==> src/rtl/rf_pkg.sv <==
// Shared register-file definitions.
// Widths, zero constant and master FSM encoding.
package rf_pkg;

  localparam int REG_SIZE   = 32;
  localparam int INDEX_SIZE = 5;

  localparam logic [REG_SIZE-1:0] ZERO = '0;

  typedef enum logic [1:0] {
    IDLE  = 2'd0,
    ISSUE = 2'd1,
    WAIT  = 2'd2,
    RESP  = 2'd3
  } state_e;

endpackage

==> src/rtl/rf_timeout_ctr.sv <==
// WAIT-cycle counter for the register-file access master.
// expired fires during the LIMIT-th enabled cycle.
module rf_timeout_ctr #(
  parameter int LIMIT = 15
) (
  input  logic clock,
  input  logic reset_n,
  input  logic clr,
  input  logic en,
  output logic expired
);

  localparam int W = $clog2(LIMIT + 1);

  logic [W-1:0] cnt_q;
  logic [W-1:0] cnt_d;
  logic [W-1:0] cnt_inc;

  // next count; stops advancing once the limit is hit
  always_comb begin
    cnt_inc = cnt_q + W'(1);
    expired = en && (cnt_inc == W'(LIMIT));
    cnt_d   = cnt_q;
    if (clr) begin
      cnt_d = '0;
    end else if (en && !expired) begin
      cnt_d = cnt_inc;
    end
  end

  // count register
  always_ff @(posedge clock) begin
    if (!reset_n) begin
      cnt_q <= '0;
    end else begin
      cnt_q <= cnt_d;
    end
  end

endmodule

==> src/rtl/rf_access_master.sv <==
// Register-file access master: start/finish sequencing,
// operand capture and timeout guard.
module rf_access_master
  import rf_pkg::*;
#(
  parameter int REG_SIZE       = 32,
  parameter int INDEX_SIZE     = 5,
  parameter int TIMEOUT_CYCLES = 15
) (
  input  logic                  clock,
  input  logic                  reset_n,
  input  logic                  req_valid,
  output logic                  req_ready,
  input  logic [INDEX_SIZE-1:0] req_rs,
  input  logic [INDEX_SIZE-1:0] req_rt,
  input  logic                  req_we,
  input  logic [INDEX_SIZE-1:0] req_wa,
  input  logic [REG_SIZE-1:0]   req_wd,
  output logic                  rf_start,
  output logic                  rf_read_enabled,
  output logic [INDEX_SIZE-1:0] rf_read_addr_s,
  output logic [INDEX_SIZE-1:0] rf_read_addr_t,
  output logic                  rf_write_enabled,
  output logic [INDEX_SIZE-1:0] rf_write_addr,
  output logic [REG_SIZE-1:0]   rf_write_data,
  input  logic                  rf_finish,
  input  logic [REG_SIZE-1:0]   rf_outA,
  input  logic [REG_SIZE-1:0]   rf_outB,
  output logic                  rsp_valid,
  input  logic                  rsp_ready,
  output logic [REG_SIZE-1:0]   rsp_a,
  output logic [REG_SIZE-1:0]   rsp_b,
  output logic                  rsp_err,
  output logic [15:0]           access_count
);

  state_e state_q, state_d;

  logic                  rd_en_q, rd_en_d;
  logic                  wr_en_q, wr_en_d;
  logic [INDEX_SIZE-1:0] rs_q, rs_d;
  logic [INDEX_SIZE-1:0] rt_q, rt_d;
  logic [INDEX_SIZE-1:0] wa_q, wa_d;
  logic [REG_SIZE-1:0]   wd_q, wd_d;
  logic [REG_SIZE-1:0]   a_q, a_d;
  logic [REG_SIZE-1:0]   b_q, b_d;
  logic                  err_q, err_d;
  logic [15:0]           cnt_q, cnt_d;

  logic to_clr;
  logic to_en;
  logic to_expired;

  rf_timeout_ctr #(
    .LIMIT (TIMEOUT_CYCLES)
  ) u_timeout (
    .clock   (clock),
    .reset_n (reset_n),
    .clr     (to_clr),
    .en      (to_en),
    .expired (to_expired)
  );

  // next-state, request capture and response capture
  always_comb begin
    state_d = state_q;
    rd_en_d = rd_en_q;
    wr_en_d = wr_en_q;
    rs_d    = rs_q;
    rt_d    = rt_q;
    wa_d    = wa_q;
    wd_d    = wd_q;
    a_d     = a_q;
    b_d     = b_q;
    err_d   = err_q;
    cnt_d   = cnt_q;
    to_clr  = 1'b0;
    to_en   = 1'b0;
    unique case (state_q)
      IDLE: begin
        if (req_valid) begin
          rs_d    = req_rs;
          rt_d    = req_rt;
          wa_d    = req_wa;
          wd_d    = req_wd;
          rd_en_d = 1'b1;
          // r0 is hardwired to zero in the file
          wr_en_d = req_we && (req_wa != '0);
          state_d = ISSUE;
        end
      end
      ISSUE: begin
        to_clr  = 1'b1;
        state_d = WAIT;
      end
      WAIT: begin
        to_en = 1'b1;
        if (rf_finish) begin
          a_d     = rf_outA;
          b_d     = rf_outB;
          err_d   = 1'b0;
          cnt_d   = cnt_q + 16'd1;
          rd_en_d = 1'b0;
          wr_en_d = 1'b0;
          state_d = RESP;
        end else if (to_expired) begin
          a_d     = '0;
          b_d     = '0;
          err_d   = 1'b1;
          rd_en_d = 1'b0;
          wr_en_d = 1'b0;
          state_d = RESP;
        end
      end
      RESP: begin
        if (rsp_ready) begin
          state_d = IDLE;
        end
      end
      default: state_d = IDLE;
    endcase
  end

  // state and datapath registers
  always_ff @(posedge clock) begin
    if (!reset_n) begin
      state_q <= IDLE;
      rd_en_q <= 1'b0;
      wr_en_q <= 1'b0;
      rs_q    <= '0;
      rt_q    <= '0;
      wa_q    <= '0;
      wd_q    <= '0;
      a_q     <= '0;
      b_q     <= '0;
      err_q   <= 1'b0;
      cnt_q   <= '0;
    end else begin
      state_q <= state_d;
      rd_en_q <= rd_en_d;
      wr_en_q <= wr_en_d;
      rs_q    <= rs_d;
      rt_q    <= rt_d;
      wa_q    <= wa_d;
      wd_q    <= wd_d;
      a_q     <= a_d;
      b_q     <= b_d;
      err_q   <= err_d;
      cnt_q   <= cnt_d;
    end
  end

  assign req_ready        = (state_q == IDLE);
  assign rf_start         = (state_q == ISSUE);
  assign rsp_valid        = (state_q == RESP);
  assign rf_read_enabled  = rd_en_q;
  assign rf_read_addr_s   = rs_q;
  assign rf_read_addr_t   = rt_q;
  assign rf_write_enabled = wr_en_q;
  assign rf_write_addr    = wa_q;
  assign rf_write_data    = wd_q;
  assign rsp_a            = a_q;
  assign rsp_b            = b_q;
  assign rsp_err          = err_q;
  assign access_count     = cnt_q;

endmodule
==> config.mk <==
export PLATFORM = sky130hd
export DESIGN_NAME = rf_access_master
export DESIGN_NICKNAME = d
export VERILOG_FILES = /design/src/rtl/rf_pkg.sv /design/src/rtl/rf_timeout_ctr.sv /design/src/rtl/rf_access_master.sv
export SDC_FILE = /design/constraint.sdc
export NUM_CORES = 1
export LEC_CHECK = 0
export ABC_CLOCK_PERIOD_IN_PS = 5000
export BUFFER_PORTS_ARGS = -buffer_cell sky130_fd_sc_hd__buf_2
export CAP_MARGIN = 40
export CORE_MARGIN = 2
export CORE_UTILIZATION = 51
export CTS_BUF_LIST = sky130_fd_sc_hd__clkbuf_8 sky130_fd_sc_hd__clkbuf_16
export DETAILED_ROUTE_END_ITERATION = 6
export PLACE_DENSITY = 0.84
export SLEW_MARGIN = 20
export SYNTH_ARGS = -nofsm -noshare
export SYNTH_HDL_FRONTEND = slang
export SYNTH_SLANG_ARGS = --single-unit
export TNS_END_PERCENT = 20
==> constraint.sdc <==
create_clock -name clock -period 5 [get_ports clock]
set_input_delay 1 -clock clock [delete_from_list [all_inputs] [get_ports clock]]
set_output_delay 1 -clock clock [all_outputs]
set_load 0.05 [all_outputs]
==> summary.md <==
| Metric | Value |
|---|---|
| Status | completed |
| CTS tree | built |
| FP Rows | 38 |
| Count of final setup violators | 0 |
| Initial detailed-routing violation count | 443 |
| TNS Setup | 0 ns |
| Post-route minimum period | 2.52 ns |
| Mean Syn Cell Area | 8.92 sq um |
| Final #Nets | 989 |
| Cell variety after synth | 40 |
| RR Startpoint | state_q[0] |
| Post-synthesis xor/xnor area fraction | 2.48% |
| Critical path class | flip-flop to primary output |
| Syn nets | 758 |
| Top cells by area, synth | dfxtp_1 (48%), a32oi_1 (9.9%), o21ai_2 (9.4%) |
| Vias in the first global route | 4698 |
| Synth Area in Simple Gates | 12.7% |
| Cell area after synthesis | 5650 sq um |
| Least-Margin Pin Slew | 0.725 ns |
| Gpl congestion | 0.796 |
| Insertion delay to the later sink of the worst-skew pair | 0.52 ns |
| Max Clock Freq | 396 MHz |
| DP HPWL | 9800 um |
| Peak VDD IR | 0.355 mV |
| Critical Path Max Stage Delay | 0.33 ns |
| NetSw | 1.77 mW |
| Power share of the combinational group | 39.4% |
| First-pass GRT wire length | 21700 um |
| Fraction of the mapped netlist area in compound gates | 26.1% |
| Internal power | 2.29 mW |
| Largest net degree at the start of global routing | 71 |
| Initial antenna violation count | 0 |
| # fillers | 894 |
| Boundary Pins | 250 |
| CTS Hold Bufs | 0 |
| CTS buffer count | 17 |
| Critical path required time | 4.00 ns |
| N_diodes | 0 |
| Die Area | 11900 sq um |
| Largest family of logic cells by synthesized area | compound AO/OA/AOI/OAI gates |
| Pwr/cell area | 547 nW/um^2 |
| CTS max path bufs | 2 |
| Synth Warn # | 0 |
| Slowest CP cell | dfxtp_1 |
| Sequential share of power | 34.9% |
| Skew final | 0.00854 ns |
| Clock Sinks | 136 |
| Post-synthesis mux area share | 0.354% |
| CTS resizes | 0 |
| DRT antenna net count | 0 |
| Max Slew Vio Count | 0 |
| CP Cell Sequence | inv_1 -> ha_1 -> buf_2 |
| Asr flop ratio synth | 0% |
| Synth-to-layout area growth | 31.3% |
| Synth Flop Type | dfxtp_1 |
| Vias per inst | 5.23 |
| # H-tree levels | 4 |
| Top delay family on crit path | buffers and inverters |
| Worst hold start | rf_write_data[29] |
| Register area share after synthesis | 48.2% |
| Worst Setup SP | state_q[0] |
| Post-route DRC | 0 |
| Yosys top cell area share | 48.2% |
| Leakage Power | 3.34 nW |
| Syn Inst Count | 634 |
| Final Cycle Share | 50.5% |
| CP endpoint kind | primary output |
| Seq cells post-synth | 136 |
| Switching Share | 43.5% |
| Hold Crit Class | flip-flop to flip-flop |
| RSZ-0062 raised after global routing | false |
| Slew margin rel. | 51.6% |
| CP Max Fanout | 6 |
| Die X | 109 um |
| Worst hold margin | 0.447 ns |
| Clock share of power | 25.7% |
| Core Region | 10800 sq um |
| Routed via count | 5301 |
| Die Y | 109 um |
| Final wirelength | 14400 um |
| Number of synthesized flops with an enable pin | 0 |
| Worst EP arrival | 1.52 ns |
| Reg clk slew, reported paths | 0.06 ns |
| Placed cell areas | 6930 sq um |
| Pwr Total | 4.06 mW |
| IO buf count | 249 |
| Startpoint Class | flip-flop |
| Routed wire per std cell | 14.2 um |
| Drt pass-1 iters | 6 |
| Clk root buf | clkbuf_8 |
| Layout cells sized above 1 | 40.5% |
| GRT Total Usage | 23.2% |
| Post-synth top area cell | dfxtp_1 |
| Initial core utilization | 52.2% |
| Adder-Cell Fraction of Synth Area | 1.55% |
| CP bufs+invs | 2 |
| Total grt overflow | 0 |
| Setup bufs post-CTS | 0 |
| Final Hold Fails | 0 |
| Design Area, Final | 7420 sq um |
| Max Cap Viol | 0 |
[final timing paths]
path / end / slack, ns / cells past startpoint
setup reg to reg: rsp_a[2] / 2.78 / 7
hold reg to reg: rf_write_data[29] / 0.45 / 2
setup / recovery: req_ready / 2.48 / 3
hold / removal: rf_write_data[29] / 0.45 / 2
[placed cells by master, fill, tap and decap left out, types with 2 or more instances in the layout]
cell type and n:
ha_1 7, buf_2 249, clkinv_2 3, or2_2 2, o21ai_0 5, nand2b_1 5
buf_4 7, and2_1 3, xor2_1 11, inv_2 2, xnor2_1 5, a21oi_1 51
nand2_1 113, clkbuf_16 16, o2111ai_1 2, mux2i_1 2, nor2_1 22, nand4_1 4
clkbuf_8 4, o21ai_2 61, nor3_1 2, a32oi_1 64, inv_1 73, dfxtp_1 136
nand3_1 7
[worst min-delay path: cells and delay by family, from the launching register on]
family | cells | cell delay [ns]
flops | 1 | 0.30
simple gates | 1 | 0.05
compound gates | 1 | 0.05
[cell type report]
cell class	instances	area (sq um)	area share, %
Multi-Input combinational cell	382	2450	33.0
Inverter	71	267	3.59
Tap cell	140	175	2.36
Clock inverter	8	37.5	0.506
Timing Repair Buffer	257	1320	17.8
Sequential cell	136	2720	36.7
Clock buffer	20	455	6.14
[cells in the mapped netlist, types with 6 or more instances]
| library cell | n |
|---|---|
| inv_1 | 71 |
| clkbuf_1 | 28 |
| buf_6 | 6 |
| a21oi_1 | 51 |
| nand3_1 | 7 |
| ha_1 | 7 |
| nand2_1 | 113 |
| dfxtp_1 | 136 |
| a32oi_1 | 64 |
| nor2_1 | 22 |
| o21ai_2 | 61 |
| xor2_1 | 11 |
| buf_1 | 6 |
[per-stage QoR]
stage	util (%)	setup slack [ns]	instances
floorplan	-	3.07	634
global route	68.5	2.38	1014
finish	68.5	2.48	1014
CTS	68.5	2.44	1014
global placement	63.7	2.58	985
detailed placement	63.9	2.60	986
[layer usage]
layer / vias up / track usage, % / routed length, um
met5: - / 0 / 0
met3: 26 / 9.96 / 1460
met2: 218 / 37.1 / 6850
met1: 2415 / 27.0 / 5740
li1: 2642 / - / -
met4: 0 / 10.5 / 309
[sequential cells by signal, summed over array words and instances, names as in the netlist]
register / cells
rf_read_addr_s: 5
rf_read_enabled: 1
rf_write_data: 32
u_timeout.cnt_q: 4
rsp_err: 1
rf_write_addr: 5
rf_write_enabled: 1
rf_read_addr_t: 5
rsp_a: 32
state_q: 2
access_count: 16
rsp_b: 32
[power by group through the flow]
| stage | Clock [mW] | Sequential [mW] | Combinational, mW |
|---|---|---|---|
| floorplan | 0 | 2.08 | 0.590 |
| global placement | 0 | 1.43 | 1.58 |
| detailed placement | 0 | 1.44 | 1.60 |
| CTS | 1.06 | 1.42 | 1.61 |
| global route | 1.12 | 1.44 | 1.70 |
| finish | 1.04 | 1.42 | 1.60 |
[cells by family (layout without fill, tap and decap cells)]
logic type               Yosys count  count (layout)
flip-flops                       136             136
AND/OR/NAND/NOR                  167             167
adder cells (fa/ha/maj)            7               7
multiplexers                       2               2
AO/OA/AOI/OAI                    190             190
XOR/XNOR                          16              16
buffers and inverters            116             356
No activity file was read; power rests on OpenSTA's default activity.
